--- src/rtl/hazard_forward_ctrl.sv ---
// Hazard detection and operand-forwarding control for the 5-stage pipeline.
// Optional cycle counters for stalls and flushes are enabled by defining HAZ_PERF_CNT_EN.
module hazard_forward_ctrl #(
   parameter int REG_AW   = 6,
   parameter int ZERO_REG = 1
) (
   input  logic              clk,
   input  logic              rst,
   input  logic              id_valid,
   input  logic [REG_AW-1:0] id_rs1,
   input  logic [REG_AW-1:0] id_rs2,
   input  logic [REG_AW-1:0] id_rd,
   input  logic              id_reg_write,
   input  logic              id_mem_read,
   input  logic              ex_branch_tkn,
   output logic              fwd_a_sel1,
   output logic              fwd_a_sel2,
   output logic              fwd_b_sel1,
   output logic              fwd_b_sel2,
   output logic              pc_sel,
   output logic              pc_write,
   output logic              ifid_write,
   output logic              idex_bubble,
   output logic              ifid_flush
`ifdef HAZ_PERF_CNT_EN
   ,
   output logic [15:0]       stall_cnt,
   output logic [15:0]       flush_cnt
`endif
);

   localparam logic [1:0] SEL_RF  = 2'b00;
   localparam logic [1:0] SEL_EX  = 2'b01;
   localparam logic [1:0] SEL_MEM = 2'b10;

   // Shadow copies of the destination info held by the ID/EX and EX/MEM registers.
   logic              ex_valid;
   logic [REG_AW-1:0] ex_rd;
   logic              ex_rw;
   logic              ex_mr;
   logic              mem_valid;
   logic [REG_AW-1:0] mem_rd;
   logic              mem_rw;

   logic [1:0]        fwd_a_q;
   logic [1:0]        fwd_b_q;
   logic [1:0]        fwd_a_nxt;
   logic [1:0]        fwd_b_nxt;

   logic              ex_hit_a;
   logic              ex_hit_b;
   logic              mem_hit_a;
   logic              mem_hit_b;
   logic              stall;
   logic              flush;
   logic              bubble;

   function automatic logic slot_match(input logic              valid,
                                       input logic              reg_write,
                                       input logic [REG_AW-1:0] rd,
                                       input logic [REG_AW-1:0] rs);
      logic zero_src;
      zero_src = (ZERO_REG != 0) && (rs == '0);
      return valid && reg_write && (rd == rs) && !zero_src;
   endfunction

   assign ex_hit_a  = slot_match(ex_valid,  ex_rw,  ex_rd,  id_rs1);
   assign ex_hit_b  = slot_match(ex_valid,  ex_rw,  ex_rd,  id_rs2);
   assign mem_hit_a = slot_match(mem_valid, mem_rw, mem_rd, id_rs1);
   assign mem_hit_b = slot_match(mem_valid, mem_rw, mem_rd, id_rs2);

   // A taken branch squashes the ID instruction, so its load-use hazard is moot.
   assign flush  = ex_branch_tkn;
   assign stall  = id_valid && !ex_branch_tkn && (ex_hit_a || ex_hit_b) && ex_mr;
   assign bubble = stall || flush;

   // Youngest producer wins; a load in EX cannot forward yet (handled by the stall).
   always_comb begin
      fwd_a_nxt = SEL_RF;
      if (ex_hit_a && !ex_mr) begin
         fwd_a_nxt = SEL_EX;
      end else if (mem_hit_a) begin
         fwd_a_nxt = SEL_MEM;
      end
   end

   always_comb begin
      fwd_b_nxt = SEL_RF;
      if (ex_hit_b && !ex_mr) begin
         fwd_b_nxt = SEL_EX;
      end else if (mem_hit_b) begin
         fwd_b_nxt = SEL_MEM;
      end
   end

   always_comb begin
      pc_sel      = 1'b0;
      pc_write    = 1'b1;
      ifid_write  = 1'b1;
      idex_bubble = 1'b1;
      ifid_flush  = 1'b1;
      if (!rst) begin
         pc_sel      = flush;
         pc_write    = !stall;
         ifid_write  = !stall;
         idex_bubble = bubble;
         ifid_flush  = flush;
      end
   end

   always_ff @(posedge clk) begin
      if (rst) begin
         ex_valid  <= 1'b0;
         ex_rd     <= '0;
         ex_rw     <= 1'b0;
         ex_mr     <= 1'b0;
         mem_valid <= 1'b0;
         mem_rd    <= '0;
         mem_rw    <= 1'b0;
      end else begin
         ex_valid  <= id_valid && !bubble;
         ex_rd     <= id_rd;
         ex_rw     <= id_reg_write;
         ex_mr     <= id_mem_read;
         mem_valid <= ex_valid;
         mem_rd    <= ex_rd;
         mem_rw    <= ex_rw;
      end
   end

   // Selects travel with the instruction into EX; a bubble carries no operands.
   always_ff @(posedge clk) begin
      if (rst || bubble) begin
         fwd_a_q <= SEL_RF;
         fwd_b_q <= SEL_RF;
      end else begin
         fwd_a_q <= fwd_a_nxt;
         fwd_b_q <= fwd_b_nxt;
      end
   end

   assign fwd_a_sel1 = fwd_a_q[1];
   assign fwd_a_sel2 = fwd_a_q[0];
   assign fwd_b_sel1 = fwd_b_q[1];
   assign fwd_b_sel2 = fwd_b_q[0];

`ifdef HAZ_PERF_CNT_EN
   always_ff @(posedge clk) begin
      if (rst) begin
         stall_cnt <= '0;
         flush_cnt <= '0;
      end else begin
         if (stall && (stall_cnt != 16'hFFFF)) begin
            stall_cnt <= stall_cnt + 16'd1;
         end
         if (flush && (flush_cnt != 16'hFFFF)) begin
            flush_cnt <= flush_cnt + 16'd1;
         end
      end
   end
`endif

endmodule

--- config.mk ---
export PLATFORM = sky130hd
export DESIGN_NAME = hazard_forward_ctrl
export DESIGN_NICKNAME = d
export VERILOG_FILES = /design/src/rtl/hazard_forward_ctrl.sv
export SDC_FILE = /design/constraint.sdc
export NUM_CORES = 1
export LEC_CHECK = 0
export CAP_MARGIN = 20
export CORE_MARGIN = 2
export CORE_UTILIZATION = 39
export DETAILED_ROUTE_END_ITERATION = 10
export HOLD_SLACK_MARGIN = 0.15
export PLACE_DENSITY = 0.74
export SLEW_MARGIN = 20
export SYNTH_ARGS = -nofsm -noshare
export SYNTH_HDL_FRONTEND = slang
export SYNTH_SLANG_ARGS = --single-unit
--- constraint.sdc ---
create_clock -name clk -period 1.5 [get_ports clk]
set_clock_uncertainty 0.05 [all_clocks]
set_input_delay 0.225 -clock clk [delete_from_list [all_inputs] [get_ports clk]]
set_output_delay 0.225 -clock clk [all_outputs]
set_load 0.005 [all_outputs]
==> results of run 1 <==
[kinds of logic after synthesis]
group | count (synthesis)
AND/OR/NAND/NOR | 40
XOR/XNOR | 24
AO/OA/AOI/OAI | 7
buffers and inverters | 4
flip-flops | 21
[layout by cell type, fill, tap and decap left out, types with 3 or more instances in the layout]
cell type and count:
buf_4 20, nor2b_1 17, dfxtp_1 15, clkdlybuf4s50_1 13, xnor2_1 9, buf_2 9, xor2_1 8, xnor2_2 7
dlygate4sd2_1 7, buf_6 5, nand4_1 4, nor3_1 4, dfxtp_2 4, nor3_4 3, o21a_1 3, clkbuf_4 3
[sequential cells by signal, summed over array words and instances (netlist names)]
register	flops
fwd_a_q	2
ex_rd	6
ex_rw	1
mem_valid	1
mem_rd	6
ex_mr	1
mem_rw	1
ex_valid	1
fwd_b_q	2
[worst min path at each step]
stage / end / slack [ps] / cells after the start
2_1_floorplan: ex_rd[4] / 240 / 1
3_3_place_gp: mem_rw / 390 / 1
3_5_place_dp: mem_rw / 400 / 1
4_1_cts: fwd_a_q[0] / 390 / 5
5_1_grt: ex_rd[4] / 390 / 2
6_report: ex_rd[0] / 390 / 2
[report_power, final]
| group | internal [mW] | switching, mW | total [mW] |
|---|---|---|---|
| logic | 0.136 | 0.0851 | 0.221 |
| registers | 0.578 | 0.0198 | 0.598 |
| clock network | 0.104 | 0.173 | 0.277 |
[cell type report]
class / count / area (um^2) / share of cell area [%]
Clock buffer: 4 / 26.28 / 1.660
Inverter: 2 / 7.507 / 0.4743
Multi-Input combinational cell: 71 / 611.8 / 38.66
Sequential cell: 21 / 432.9 / 27.35
Tap cell: 30 / 37.54 / 2.372
Timing Repair Buffer: 56 / 466.7 / 29.49
[metrics by stage]
stage               TNS [ps]  setup WS, ps  utilization (%)  std cells  hold slack [ps]
detailed placement     -5625         -1056            60.44        175            399.1
CTS                    -1692        -676.6            63.24        184            391.6
finish                 -1519        -608.4            65.68        184            393.5
global placement       -5327        -987.5            60.44        175            386.8
floorplan             -213.5        -182.1                -         96            239.2
global route           -1821        -707.7            65.68        184            393.4
[synthesized netlist by cell type, drive strengths merged]
master,n
o21a,3
nor3b,2
and3,2
or3,1
nand3,2
xor2,8
buf,1
nand4,4
or4,2
and2,1
a21oi,2
nor3,8
nor2,1
clkbuf,1
nor2b,17
inv,2
dfxtp,21
xnor2,16
o21ai,2
[layer usage]
metal | routed length (um) | global-route usage, % | vias up
met1 | 1013 | 21.51 | 387
li1 | - | - | 439
met2 | 1150 | 31.91 | 21
met5 | 0 | 0 | -
met4 | 80 | 7.692 | 0
met3 | 95 | 3.889 | 6
[worst max-delay path: stages, from the launching register on]
cell and delay (ps):
dfxtp_2 380, xnor2_2 110, nand4_1 150, nor3_2 240
o21ai_2 80, or3_4 340, buf_6 130, buf_6 100
[repair_timing]
| item | 4_1_cts | 5_1_grt |
|---|---|---|
| pin swaps | 16 | 12 |
| buffers inserted | 5 | 4 |
| resized for setup | 65 | 14 |
| hold buffers | 0 | 0 |
| endpoints found under the setup margin | 10 | 8 |
==> results.yml, run 1 <==
sta:
  rsz0062_at_grt: "true"
  fin_ws_ps: -608.4
  period_minus_slack_ps: 2108
  final-hold-violation-count: 0
  final.period_utilization_pct: 140.6
  relSlewSlack_pct: 85.27
  setup_violations: 3
  max_slew.worst_pin.slew_ps: 220.2
  slew_viol_final: 0
  fmax_ghz: 0.4743
route:
  finalWirelength_um: 2339
  detail-route-antenna-nets: 0
  firstDrtPassIters: 3
  drc: 0
  wl_per_cell_um: 12.71
  viasPerCell: 4.636
  routed-via-count: 853
  drt_iter0_drc: 2
die:
  die_w_um: 53.77
  num_rows: 18
  dieArea_um2: 2891
  start_util_pct: 40.08
  core_um2: 2410
  num_io_pins: 33
  die_y_um: 53.77
power_and_ir_drop:
  power_density_nw_per_um2: 692.7
  ir_drop_uv: 691.1
  power_mw: 1.096
  leakagePower_nw: 0.6603
worst_setup_path:
  crit_path_end: "ifid_write"
  cp-start-kind: "register"
  cp-startpoint: "ex_rd[0]"
  r2r_cells: 6
  r2r-start: "ex_rd[0]"
  cp_max_fo: 3
  r2r_end: "ex_valid"
  cp.required_ps: 1220
  crit_arrival_ps: 1830
  reg2reg_slack_ps: 70
  endpoint_kind: "output pin"
  crit_type: "register to output pin"
yosys:
  syn_nets: 120
  synthMuxAreaShare_pct: 0
  synth.avg_cell_area_um2: 10.06
  syn-instance-count: 96
  yosysUniqueCellTypes: 23
  synth-simple-area-share_pct: 27.98
  synth_warnings: 0
  syn_area_um2: 965.9
  synth_fa_ha_area_share_pct: 0
  yosysTopAreaCellShare_pct: 43.52
  ys_top_cells_by_area: "dfxtp_1, xnor2_1, nor2b_1, xor2_1, nor3_2"
  synth-seq-cells: 21
  synth_top_family_by_area: "simple AND/OR/NAND/NOR gates"
  synth-compound-area-share_pct: 4.793
  synth-xor-area-share_pct: 21.76
  yosysTopAreaCell: "dfxtp_1"
  yosysSeqAreaShare_pct: 43.52
global_routing:
  grt_max_degree: 17
  antenna_found_initial: 0
  grt_pass1_vias: 841
  grt-ovfl-total: 0
  globalRouteTotalUtil_pct: 18.31
  grt_pass1_wl_um: 3629
clock_tree:
  htree_num_levels: 1
  cts_tree: "yes"
  clock_path_buffers: 2
  cts-root-buf: "clkbuf_4"
  clk_pin_slew_ps: 120
  clk_latency_ps: 310
  cts_buffers: 3
  clock-sinks: 21
layout:
  final_cell_area_um2: 1583
  diodes: 0
  nFillCells: 184
  area_growth_pct: 63.86
  drive_gt1_share_pct: 40.26
  final_nets: 179
outcome:
  failed_checks: "setup timing"
  status: "finished, violations left"
placement:
  place.gp.congestion: 0.7845
  dpl-instance-area_um2: 1456
  dp_hpwl_um: 1743
  portBuffers: 32
run:
  drv_cap: 0
hold_path:
  min-delay-path-class: "input pin to register"
  hold_start: "id_rd[0]"
Power figures use the tool's default switching activity.
==> run 2: changes to the inputs <==
- CORE_MARGIN: 2 -> 1.5
- RECOVER_POWER: not set -> 25
==> results.yml, run 2 (synthesis gave the netlist of run 1 again) <==
outcome:
  status: "finished, violations left"
  failed_checks: "setup timing"
placement:
  dp_hpwl_um: 1872
  dpl-instance-area_um2: 1461
  portBuffers: 32
  place.gp.congestion: 0.7674
die:
  dieArea_um2: 2784
  die_w_um: 52.77
  num_io_pins: 33
  start_util_pct: 42.44
  num_rows: 17
  core_um2: 2276
  die_y_um: 52.77
clock_tree:
  clock_path_buffers: 2
  holdBufCountCts: 0
  clk_latency_ps: 320
  htree_num_levels: 1
  clk_pin_slew_ps: 110
  clock-sinks: 21
  cts_tree: "yes"
  cts_buffers: 3
  cts-root-buf: "clkbuf_4"
layout:
  fin_util_pct: 69.43
  area_growth_pct: 63.60
  most-common-layout-cells: "buf_4, nor2b_1, dfxtp_1"
  final_cell_area_um2: 1580
  drive_gt1_share_pct: 36.77
  reg.largest.list: "ex_rd: 6 flops, mem_rd: 6 flops"
  mostFrequentLayoutCell: "buf_4"
  diodes: 0
  final_nets: 180
power_and_ir_drop:
  leakagePower_nw: 0.6377
  ir_drop_uv: 656.2
  power_density_nw_per_um2: 699.7
  power_mw: 1.106
route:
  viasPerCell: 4.689
  detail-route-antenna-nets: 0
  drt_iter0_drc: 11
  firstDrtPassIters: 4
  drc: 0
  wl_per_cell_um: 13.31
  finalWirelength_um: 2436
  routed-via-count: 858
sta:
  fin_ws_ps: -589.0
  slew_viol_final: 0
  final-hold-violation-count: 0
  rsz0062_at_grt: "true"
  setup_tns_ps: -1765
  fmax_ghz: 0.4787
  final.period_utilization_pct: 139.3
  max_slew.worst_pin.slew_ps: 702.7
  relSlewSlack_pct: 53.16
  setup_violations: 5
  period_minus_slack_ps: 2089
worst_setup_path:
  cp-startpoint: "id_rs2[0]"
  cp-start-kind: "input pin"
  crit_type: "input pin to output pin"
  cp_max_fo: 2
  cp.required_ps: 1220
  r2r-start: "ex_rd[1]"
  crit_arrival_ps: 1810
  endpoint_kind: "output pin"
hold_path:
  min-delay-path-class: "input pin to register"
  hold_start: "ex_branch_tkn"
global_routing:
  globalRouteTotalUtil_pct: 19.68
  grt-ovfl-total: 0
  grt_pass1_wl_um: 3801
  grt_pass1_vias: 827
  grt_max_degree: 17
  antenna_found_initial: 0
run:
  drv_cap: 0
[run 2: cell count changes in the layout (fill, tap and decap cells not counted), moves of 2 or more]
cell	change
clkdlybuf4s15_1	+4
buf_6	-3
clkbuf_2	+2
xnor2_2	-4
nor3b_1	-2
nor3b_2	+2
a21oi_2	+2
buf_2	-6
xnor2_1	+4
a21oi_1	-2
[run 2: metal layers]
| metal | up-vias | share of wire, % | global-route usage [%] |
|---|---|---|---|
| met5 | - | 0 | 0 |
| met4 | 0 | 0.90 | 5.128 |
| met1 | 401 | 42 | 24.03 |
| met2 | 17 | 53 | 33.33 |
| li1 | 438 | - | - |
| met3 | 2 | 4.1 | 6.000 |
[run 2: cell type report]
type,count,area (um^2)
fill,179,695.7
multi-input combinational,71,593.1
timing repair buffer,57,484.2
sequential,21,430.4
tap,28,35.03
clock buffer,3,22.52
clock inverter,1,7.507
inverter,2,7.507
[run 2: per-stage QoR]
step	cells	setup slack, ps	hold slack [ps]
2_1_floorplan	96	-182.1	239.2
3_3_place_gp	174	-991.8	386.8
3_5_place_dp	174	-1054	395.0
4_1_cts	184	-638.7	370.9
5_1_grt	183	-660.6	326.3
6_report	183	-589.0	312.2
[run 2: worst paths after layout]
check	endpoint	slack, ps	cells past startpoint
worst max-delay path	ifid_write	-590	7
worst min-delay path	fwd_a_q[0]	310	5
worst max register to register	fwd_b_q[1]	-40	7
worst min register to register	mem_rw	420	1
[run 2: repair_timing]
action / in CTS / in global routing
setup buffers: 6 / 0
resized for setup: 52 / 8
endpoints found under the setup margin: 10 / 9
pin swaps: 13 / 10
hold endpoints to repair: 0 / 0
[run 2: power breakdown]
| part | switching (mW) | internal [mW] | leakage, nW |
|---|---|---|---|
| sequential | 0.0192 | 0.579 | 0.175 |
| clock | 0.186 | 0.102 | 0.0139 |
| combinational | 0.0838 | 0.135 | 0.449 |
| total | 0.289 | 0.817 | 0.638 |
[run 2: critical path, cell delays in order]
cell             delay (ps)
clkdlybuf4s50_1         490
xnor2_1                 140
nand4_1                 170
nor3_2                  210
o21ai_2                 110
or3_4                   340
buf_2                   140
